## config.mk

```make
export PLATFORM = sky130hd
export DESIGN_NAME = mem_arbiter
export DESIGN_NICKNAME = d
export VERILOG_FILES = /design/src/rtl/arb_pkg.sv /design/src/rtl/mem_valid_pipe.sv /design/src/rtl/mem_arbiter.sv
export SDC_FILE = /design/constraint.sdc
export NUM_CORES = 1
export LEC_CHECK = 0
export CAP_MARGIN = 20
export CORE_MARGIN = 3
export CORE_UTILIZATION = 25
export DETAILED_ROUTE_END_ITERATION = 12
export PLACE_DENSITY = 0.57
export SLEW_MARGIN = 30
export SYNTH_ARGS = -nofsm -noshare
export SYNTH_HDL_FRONTEND = slang
export SYNTH_SLANG_ARGS = --single-unit
```

## constraint.sdc

```tcl
create_clock -name clk -period 2.9 [get_ports clk]
set_input_delay 0.58 -clock clk [delete_from_list [all_inputs] [get_ports clk]]
set_output_delay 0.58 -clock clk [all_outputs]
set_load 0.05 [all_outputs]
```

## src/rtl/arb_pkg.sv

```systemverilog
// Shared types and constants for the unified-memory arbiter.
// Both cache controllers address memory in bytes; every word is 16 bits wide.
package arb_pkg;

  typedef enum logic [1:0] {
    IDLE     = 2'd0,
    RD_ISSUE = 2'd1,
    RD_DRAIN = 2'd2,
    WR       = 2'd3
  } arb_state_t;

  typedef enum logic {
    OWN_I = 1'b0,
    OWN_D = 1'b1
  } owner_t;

  localparam int unsigned WORD_BYTES = 32'd2;

  // Clear the byte offset within a block so fills always start on a block boundary.
  function automatic logic [15:0] block_base(input logic [15:0] addr,
                                             input int unsigned block_words);
    return addr & ~(16'(block_words * WORD_BYTES) - 16'd1);
  endfunction

endpackage

```

## src/rtl/mem_valid_pipe.sv

```systemverilog
// Marks which cycles carry returning read data.
// A read issued in cycle N comes back as a strobe in cycle N+MEM_LAT.
module mem_valid_pipe #(
  parameter int MEM_LAT = 4
) (
  input  logic clk,
  input  logic rst_n,
  input  logic issue,
  output logic ret
);

  logic [MEM_LAT-1:0] sr_r;

  // Shift the issue strobe down the pipe; reset drops any in-flight returns.
  always_ff @(posedge clk or negedge rst_n) begin
    if (!rst_n) begin
      sr_r <= '0;
    end else begin
      sr_r[0] <= issue;
      for (int i = 1; i < MEM_LAT; i++) begin
        sr_r[i] <= sr_r[i-1];
      end
    end
  end

  assign ret = sr_r[MEM_LAT-1];

endmodule

```

## src/rtl/mem_arbiter.sv

```systemverilog
// Round-robin arbiter sharing the single-ported, fixed-latency memory between
// the instruction-fetch and data caches. One transaction is in flight at a time.
module mem_arbiter
  import arb_pkg::*;
#(
  parameter int MEM_LAT     = 4,
  parameter int BLOCK_WORDS = 8
) (
  input  logic                           clk,
  input  logic                           rst_n,
  input  logic                           i_req,
  input  logic [15:0]                    i_addr,
  output logic                           i_grant,
  output logic                           i_data_valid,
  output logic                           i_done,
  input  logic                           d_req,
  input  logic                           d_we,
  input  logic [15:0]                    d_addr,
  input  logic [15:0]                    d_wdata,
  output logic                           d_grant,
  output logic                           d_data_valid,
  output logic                           d_done,
  output logic [$clog2(BLOCK_WORDS)-1:0] fill_idx,
  output logic [15:0]                    rdata,
  output logic                           mem_en,
  output logic                           mem_wr,
  output logic [15:0]                    mem_addr,
  output logic [15:0]                    mem_wdata,
  input  logic [15:0]                    mem_rdata
);

  localparam int IDX_W = $clog2(BLOCK_WORDS);
  localparam logic [IDX_W-1:0] LAST_IDX = IDX_W'(BLOCK_WORDS - 1);

  arb_state_t       state_r;
  arb_state_t       state_nxt_s;
  owner_t           owner_r;
  owner_t           last_grant_r;
  logic [15:0]      addr_r;
  logic [15:0]      wdata_r;
  logic [IDX_W-1:0] issue_cnt_r;
  logic [IDX_W-1:0] ret_cnt_r;

  logic             req_any_s;
  logic             pick_d_s;
  logic             issue_s;
  logic             ret_s;
  logic             last_ret_s;
  logic             own_i_s;
  logic             active_s;
  logic [15:0]      offset_s;

  assign req_any_s  = i_req | d_req;
  // On a tie, serve the side that was not granted last.
  assign pick_d_s   = d_req & (~i_req | (last_grant_r == OWN_I));
  assign issue_s    = (state_r == RD_ISSUE);
  assign last_ret_s = ret_s & (ret_cnt_r == LAST_IDX);
  assign own_i_s    = (owner_r == OWN_I);
  assign active_s   = (state_r != IDLE);
  assign offset_s   = 16'(issue_cnt_r) * 16'(WORD_BYTES);

  mem_valid_pipe #(
    .MEM_LAT(MEM_LAT)
  ) u_valid_pipe (
    .clk  (clk),
    .rst_n(rst_n),
    .issue(issue_s),
    .ret  (ret_s)
  );

  // Next-state decode for the transaction FSM.
  always_comb begin
    state_nxt_s = state_r;
    case (state_r)
      IDLE: begin
        if (req_any_s) begin
          if (pick_d_s && d_we) begin
            state_nxt_s = WR;
          end else begin
            state_nxt_s = RD_ISSUE;
          end
        end else begin
          state_nxt_s = IDLE;
        end
      end
      RD_ISSUE: begin
        if (issue_cnt_r == LAST_IDX) begin
          state_nxt_s = RD_DRAIN;
        end else begin
          state_nxt_s = RD_ISSUE;
        end
      end
      RD_DRAIN: begin
        if (last_ret_s) begin
          state_nxt_s = IDLE;
        end else begin
          state_nxt_s = RD_DRAIN;
        end
      end
      WR:      state_nxt_s = IDLE;
      default: state_nxt_s = IDLE;
    endcase
  end

  // FSM state, grant bookkeeping and latched transaction fields.
  always_ff @(posedge clk or negedge rst_n) begin
    if (!rst_n) begin
      state_r      <= IDLE;
      owner_r      <= OWN_I;
      last_grant_r <= OWN_I;
      addr_r       <= 16'h0000;
      wdata_r      <= 16'h0000;
    end else begin
      state_r <= state_nxt_s;
      if (state_r == IDLE && req_any_s) begin
        owner_r <= pick_d_s ? OWN_D : OWN_I;
        wdata_r <= d_wdata;
        if (pick_d_s) begin
          addr_r <= d_we ? d_addr : block_base(d_addr, BLOCK_WORDS);
        end else begin
          addr_r <= block_base(i_addr, BLOCK_WORDS);
        end
      end
      if ((state_r == RD_DRAIN && last_ret_s) || state_r == WR) begin
        last_grant_r <= owner_r;
      end
    end
  end

  // Issue and return counters; both wrap to zero at the end of a block.
  always_ff @(posedge clk or negedge rst_n) begin
    if (!rst_n) begin
      issue_cnt_r <= '0;
      ret_cnt_r   <= '0;
    end else begin
      if (issue_s) begin
        issue_cnt_r <= issue_cnt_r + IDX_W'(1);
      end
      if (ret_s) begin
        ret_cnt_r <= ret_cnt_r + IDX_W'(1);
      end
    end
  end

  assign i_grant      = active_s & own_i_s;
  assign d_grant      = active_s & ~own_i_s;
  assign i_data_valid = ret_s & own_i_s;
  assign d_data_valid = ret_s & ~own_i_s;
  assign i_done       = last_ret_s & own_i_s;
  assign d_done       = (last_ret_s & ~own_i_s) | (state_r == WR);
  assign fill_idx     = ret_s ? ret_cnt_r : '0;
  assign rdata        = mem_rdata;
  assign mem_en       = issue_s | (state_r == WR);
  assign mem_wr       = (state_r == WR);
  assign mem_addr     = issue_s ? (addr_r + offset_s) :
                        ((state_r == WR) ? addr_r : 16'h0000);
  assign mem_wdata    = (state_r == WR) ? wdata_r : 16'h0000;

endmodule

```

---- Yosys cells after proc, flatten, opt, wreduce, memory -nomap -nowiden ----
Cells that the tools add are included.
W data, S select, Z words.
operators by class
  multiplexer cells ....................... 12
  bitwise gates (word level) .............. 15
  equality and inequality tests ........... 5
  add/subtract/negate cells ............... 3
  reductions and logical operators ........ 6
operators with widths
  kind                   count
  $mux W16               4
  $add A16 B4 Y16        1
  $and A1 B1 Y1          8
  $mux W2                4
  $pmux W2 S4            1
  $add A3 B1 Y3 const B  2
  $eq A3 B3 Y1 const B   2
  $eq A2 B2 Y1 const B   2
  $mux W4                1
  $or A1 B1 Y1           4
  $logic_and A1 B1 Y1    3
  $mux W3                1
  $not A1 Y1             3
  $eq A2 B1 Y1 const B   1
  $logic_not A2 Y1       1
  $reduce_bool A2 Y1     1
  $logic_or A1 B1 Y1     1
  $mux W1                1
storage, ports and cells
  output and inout bits ................... 59
  logic and storage cells ................. 49
  flip-flop bits (word level) ............. 46
  bits of input ports ..................... 69

---- Logic depth before layout (Yosys ltp) ----
Gate-level depths: netlist of the first run.
  depth in word-level cells ............... 7
  mapped depth ............................ 7
  gate-level depth less buffers ........... 7

---- Cells and area by module ----
A second synthesis of the first run with hierarchy kept.
unflattened totals
  cells, all modules ...................... 294
  area, all modules ....................... 2606.2 um^2
modules (own cells, without submodules)
  module          cells an instance  area an instance (um^2)  instances
  mem_arbiter     290                2506.2                   1
  mem_valid_pipe  4                  100.1                    1

---- Worst setup path after synthesis of the first run ----
No wires, ideal clock.
  kind .................................... register -> output
  start ................................... register issue_cnt_r[0]
  end ..................................... output mem_addr[13]
  stages on the path, launching flop included .. 8
  buffers on the path ..................... 0
  data required time ...................... 2.320 ns
  setup slack ............................. -0.465 ns
  arrival time ............................ 2.785 ns
  cells stage by stage .................... dfrtp_1 ha_1 inv_1 fa_1 and2b_1 o211ai_1 or4_2 a21oi_1
between the ends
  word-level cells in the longest chain between the ends .. 2
RTL lines
  item                    line                source
  start, declared         mem_arbiter.sv:41   logic [IDX_W-1:0] issue_cnt_r;
  start signal, assigned  mem_arbiter.sv:137  issue_cnt_r <= issue_cnt_r + IDX_W'(1);
  $add A16 B4 Y16         mem_arbiter.sv:155  assign mem_addr = issue_s ? (addr_r + offset_s) :
  $mux W16                mem_arbiter.sv:155
  end, declared           mem_arbiter.sv:27   output logic [15:0] mem_addr,
No other way between the ends.

---- Worst setup path after layout of the first run ----
Same ends and word-level chain as after synthesis.

==> results.py, run 1 <==
metrics = {
    "yosys": {
        "avgSynthCellArea_um2": 8.87,
        "seq_area_frac_synth_pct": 44.1,
        "synth-main-ff-cell": "dfrtp_1",
        "synth_edf_count": 0,
        "yosysUniqueCellTypes": 41,
        "syn_area_um2": 2610,
        "async_flop_share_pct": 100,
        "netlist_instances": 294,
        "synth_seq_cells": 46,
        "synth.net_count": 371,
        "yosysWarningCount": 0,
    },
    "setup_path": {
        "endpoint_kind": "output pin",
        "ff2ff_setup_slack_ns": 0.98,
        "cp.required_ns": 2.32,
        "critical_path.max_stage_delay_ns": 0.57,
        "crit_type": "reg2out",
        "reg2reg_from": "state_r[0]$_DFF_PN0_",
        "cp_top_family": "simple AND/OR/NAND/NOR gates",
        "endpoint": "mem_addr[13]",
        "critical_path_arrival_ns": 2.51,
        "crit_chain": "ha_2, inv_2, fa_2, and2b_1, o211ai_1, or4_4, a21oi_4, buf_12",
        "reg2regPathDepth": 3,
        "cp-start-kind": "flop",
        "cp_num_cells": 8,
        "cp_max_fo": 4,
        "critical_path_buf_inv_count": 2,
        "crit_path_start": "issue_cnt_r[0]$_DFFE_PN0P_",
        "reg2reg_to": "issue_cnt_r[2]$_DFFE_PN0P_",
        "crit_path_top_delay_cell": "or4_4",
    },
    "sta": {
        "setup_tns_ns": -0.892,
        "worst_slack_ns": -0.187,
        "setup_viol": 6,
        "max_freq_ghz": 0.324,
        "skew_ns": 0.00743,
        "maxSlewViolCount": 0,
        "worst_pin_slew_ns": 0.617,
        "holdWs_ns": 0.354,
        "slew_headroom_pct": 58.9,
        "rsz0062_at_grt": "true",
        "hold_viol": 0,
        "fin_crit_ns": 3.09,
        "fin_crit_sh_pct": 106,
    },
    "grt": {
        "grt-ovfl-total": 0,
        "antenna_found_initial": 0,
        "grt_pass1_vias": 2343,
        "globalRouteTotalUtil_pct": 12.4,
        "grt_max_degree": 47,
        "grt_first_pass_wirelength_um": 11600,
    },
    "route": {
        "drt-initial-drc-count": 91,
        "wl_per_cell_um": 14.1,
        "drt_wl_total_um": 7270,
        "vias": 2323,
        "drtPass1Iterations": 4,
        "via_per_inst": 4.51,
        "detail-route-antenna-nets": 0,
        "drc": 0,
    },
    "place": {
        "port_buffers": 91,
        "place_area_um2": 3830,
        "place_congestion": 0.795,
        "dp_hpwl_um": 5200,
    },
    "cells_and_area": {
        "fin_nets": 458,
        "drive_gt1_share_pct": 24.9,
        "layout_commonest_cell": "nand2_1",
        "area_growth_pct": 55.9,
        "final_area_um2": 4070,
        "fin_util_pct": 40.8,
        "mostFrequentLayoutCells": "78 x nand2_1, 55 x clkdlybuf4s50_1, 46 x dfrtp_1, 35 x buf_4, 19 x buf_12",
        "n_antenna_cell": 0,
    },
    "clock_tree": {
        "clk_path_buf_depth": 2,
        "cts_tree": "done",
        "cts_buffers": 5,
        "ctsHoldBuffers": 0,
        "cts_num_sinks": 46,
        "root_buffer": "clkbuf_8",
        "clock_latency_ns": 0.30,
        "clk_pin_slew_ns": 0.09,
        "htreeDepth": 2,
    },
    "power": {
        "p_total_uw": 4620,
        "cellPowerDensity_nw_per_um2": 1140,
        "leakagePower_uw": 0.00183,
        "ir_drop_mv": 0.586,
    },
    "floorplan": {
        "die_x_um": 108,
        "dieArea_um2": 11700,
        "boundaryPins": 128,
        "fp-row-count": 36,
        "core_um2": 9950,
        "die_h_um": 108,
        "start_util_pct": 26.2,
    },
    "outcome": {
        "violations": "negative setup slack",
        "outcome": "complete, but fails checks",
    },
    "hold_path": {
        "hold_path.class": "reg2reg",
    },
    "job": {
        "drv_cap": 0,
    },
}
[metrics by stage]
stage,std cells,setup slack (ns)
global placement,503,-0.0272
CTS,514,-0.214
finish,515,-0.187
global route,515,-0.288
floorplan,294,-0.179
detailed placement,503,-0.0471
[Yosys cell counts, drive strengths merged (2+ instances only)]
| cell type | count | area share (%) |
|---|---|---|
| o21ai | 21 | 4.0 |
| nand2 | 78 | 11 |
| nor2 | 10 | 1.4 |
| mux2 | 4 | 1.7 |
| a21oi | 10 | 1.9 |
| clkbuf | 14 | 2.0 |
| buf | 17 | 4.8 |
| and3 | 17 | 4.1 |
| xor2 | 4 | 1.3 |
| ha | 7 | 3.4 |
| o21a | 2 | 0.58 |
| o211ai | 2 | 0.58 |
| xnor2 | 3 | 1.0 |
| inv | 4 | 0.58 |
| dfrtp | 46 | 44 |
| nand4 | 4 | 1.2 |
| mux2i | 14 | 5.4 |
| o31ai | 6 | 1.7 |
| or3 | 2 | 0.72 |
| and2 | 7 | 1.7 |
| nor2b | 3 | 0.72 |
| or4 | 5 | 1.5 |
| a211oi | 2 | 0.58 |
[worst register-to-register path: stages, from the launching register on]
cell	delay [ns]
dfrtp_1	0.52
clkinv_1	0.47
nor2_1	0.46
mux2_2	0.38
[per-layer routing]
| metal | track usage [%] | vias up | part of all wire, % |
|---|---|---|---|
| met2 | 20.1 | 79 | 45 |
| met5 | 0 | - | 0 |
| met4 | 3.34 | 0 | 1.1 |
| li1 | - | 1156 | - |
| met3 | 3.16 | 10 | 7.4 |
| met1 | 16.5 | 1078 | 46 |
[worst min-delay path by stage]
stage / start / endpoint / slack (ns) / cells past startpoint
after floorplan: rst_n / addr_r[0]$_DFFE_PN0P_ / 0.28 / 0
after global placement: u_valid_pipe.sr_r[2]$_DFF_PN0_ / u_valid_pipe.sr_r[3]$_DFF_PN0_ / 0.33 / 0
after detailed placement: u_valid_pipe.sr_r[2]$_DFF_PN0_ / u_valid_pipe.sr_r[3]$_DFF_PN0_ / 0.33 / 0
after CTS: u_valid_pipe.sr_r[2]$_DFF_PN0_ / u_valid_pipe.sr_r[3]$_DFF_PN0_ / 0.36 / 0
after global routing: u_valid_pipe.sr_r[1]$_DFF_PN0_ / u_valid_pipe.sr_r[2]$_DFF_PN0_ / 0.36 / 0
final: u_valid_pipe.sr_r[1]$_DFF_PN0_ / u_valid_pipe.sr_r[2]$_DFF_PN0_ / 0.35 / 0
[cell families after synthesis]
kind of cell / count (synthesis) / synth area share [%]
and+or+nand+nor: 131 / 23.9
AOI/OAI and AO/OA: 48 / 10.9
DFF: 46 / 44.1
buffers and inverters: 36 / 7.53
muxes: 18 / 7.10
adders and majority gates: 8 / 4.12
xor gates and xnor gates: 7 / 2.35
[timing repair]
action | in CTS | in global routing
buffers inserted | 3 | 1
setup endpoints to repair | 9 | 10
gates resized for setup | 19 | 6
pin swaps | 9 | 10
[sequential cells by signal (all words and copies together) (netlist names)]
signal	flops
addr_r	16
issue_cnt_r	3
last_grant_r	1
owner_r	1
ret_cnt_r	3
state_r	2
u_valid_pipe.sr_r	4
wdata_r	16
[final cells by class]
cell class / count / area [um^2]
timing repair buffer: 111 / 1210
sequential: 46 / 1150
tap: 133 / 166
inverter: 5 / 18.8
fill: 994 / 5890
clock buffer: 8 / 110
multi-input combinational: 212 / 1410
[report_power, final]
group          internal (uW)  leakage (uW)  switching (uW)  total (uW)
sequential               950      0.000571             286        1240
clock                    241     0.0000575             227         468
combinational           1220       0.00120            1690        2910
Note: power is estimated with default switching activity, not from simulation.
==> run 2, diff against run 1 <==
--- a/config.mk
+++ b/config.mk
@@ -8,6 +8,7 @@
 export CAP_MARGIN = 20
 export CORE_MARGIN = 3
 export CORE_UTILIZATION = 25
+export CTS_CLUSTER_SIZE = 30
 export DETAILED_ROUTE_END_ITERATION = 12
 export PLACE_DENSITY = 0.57
 export SLEW_MARGIN = 30
==> results of run 2 <==
Final layout, timing and power as in run 1 (identical DEF).
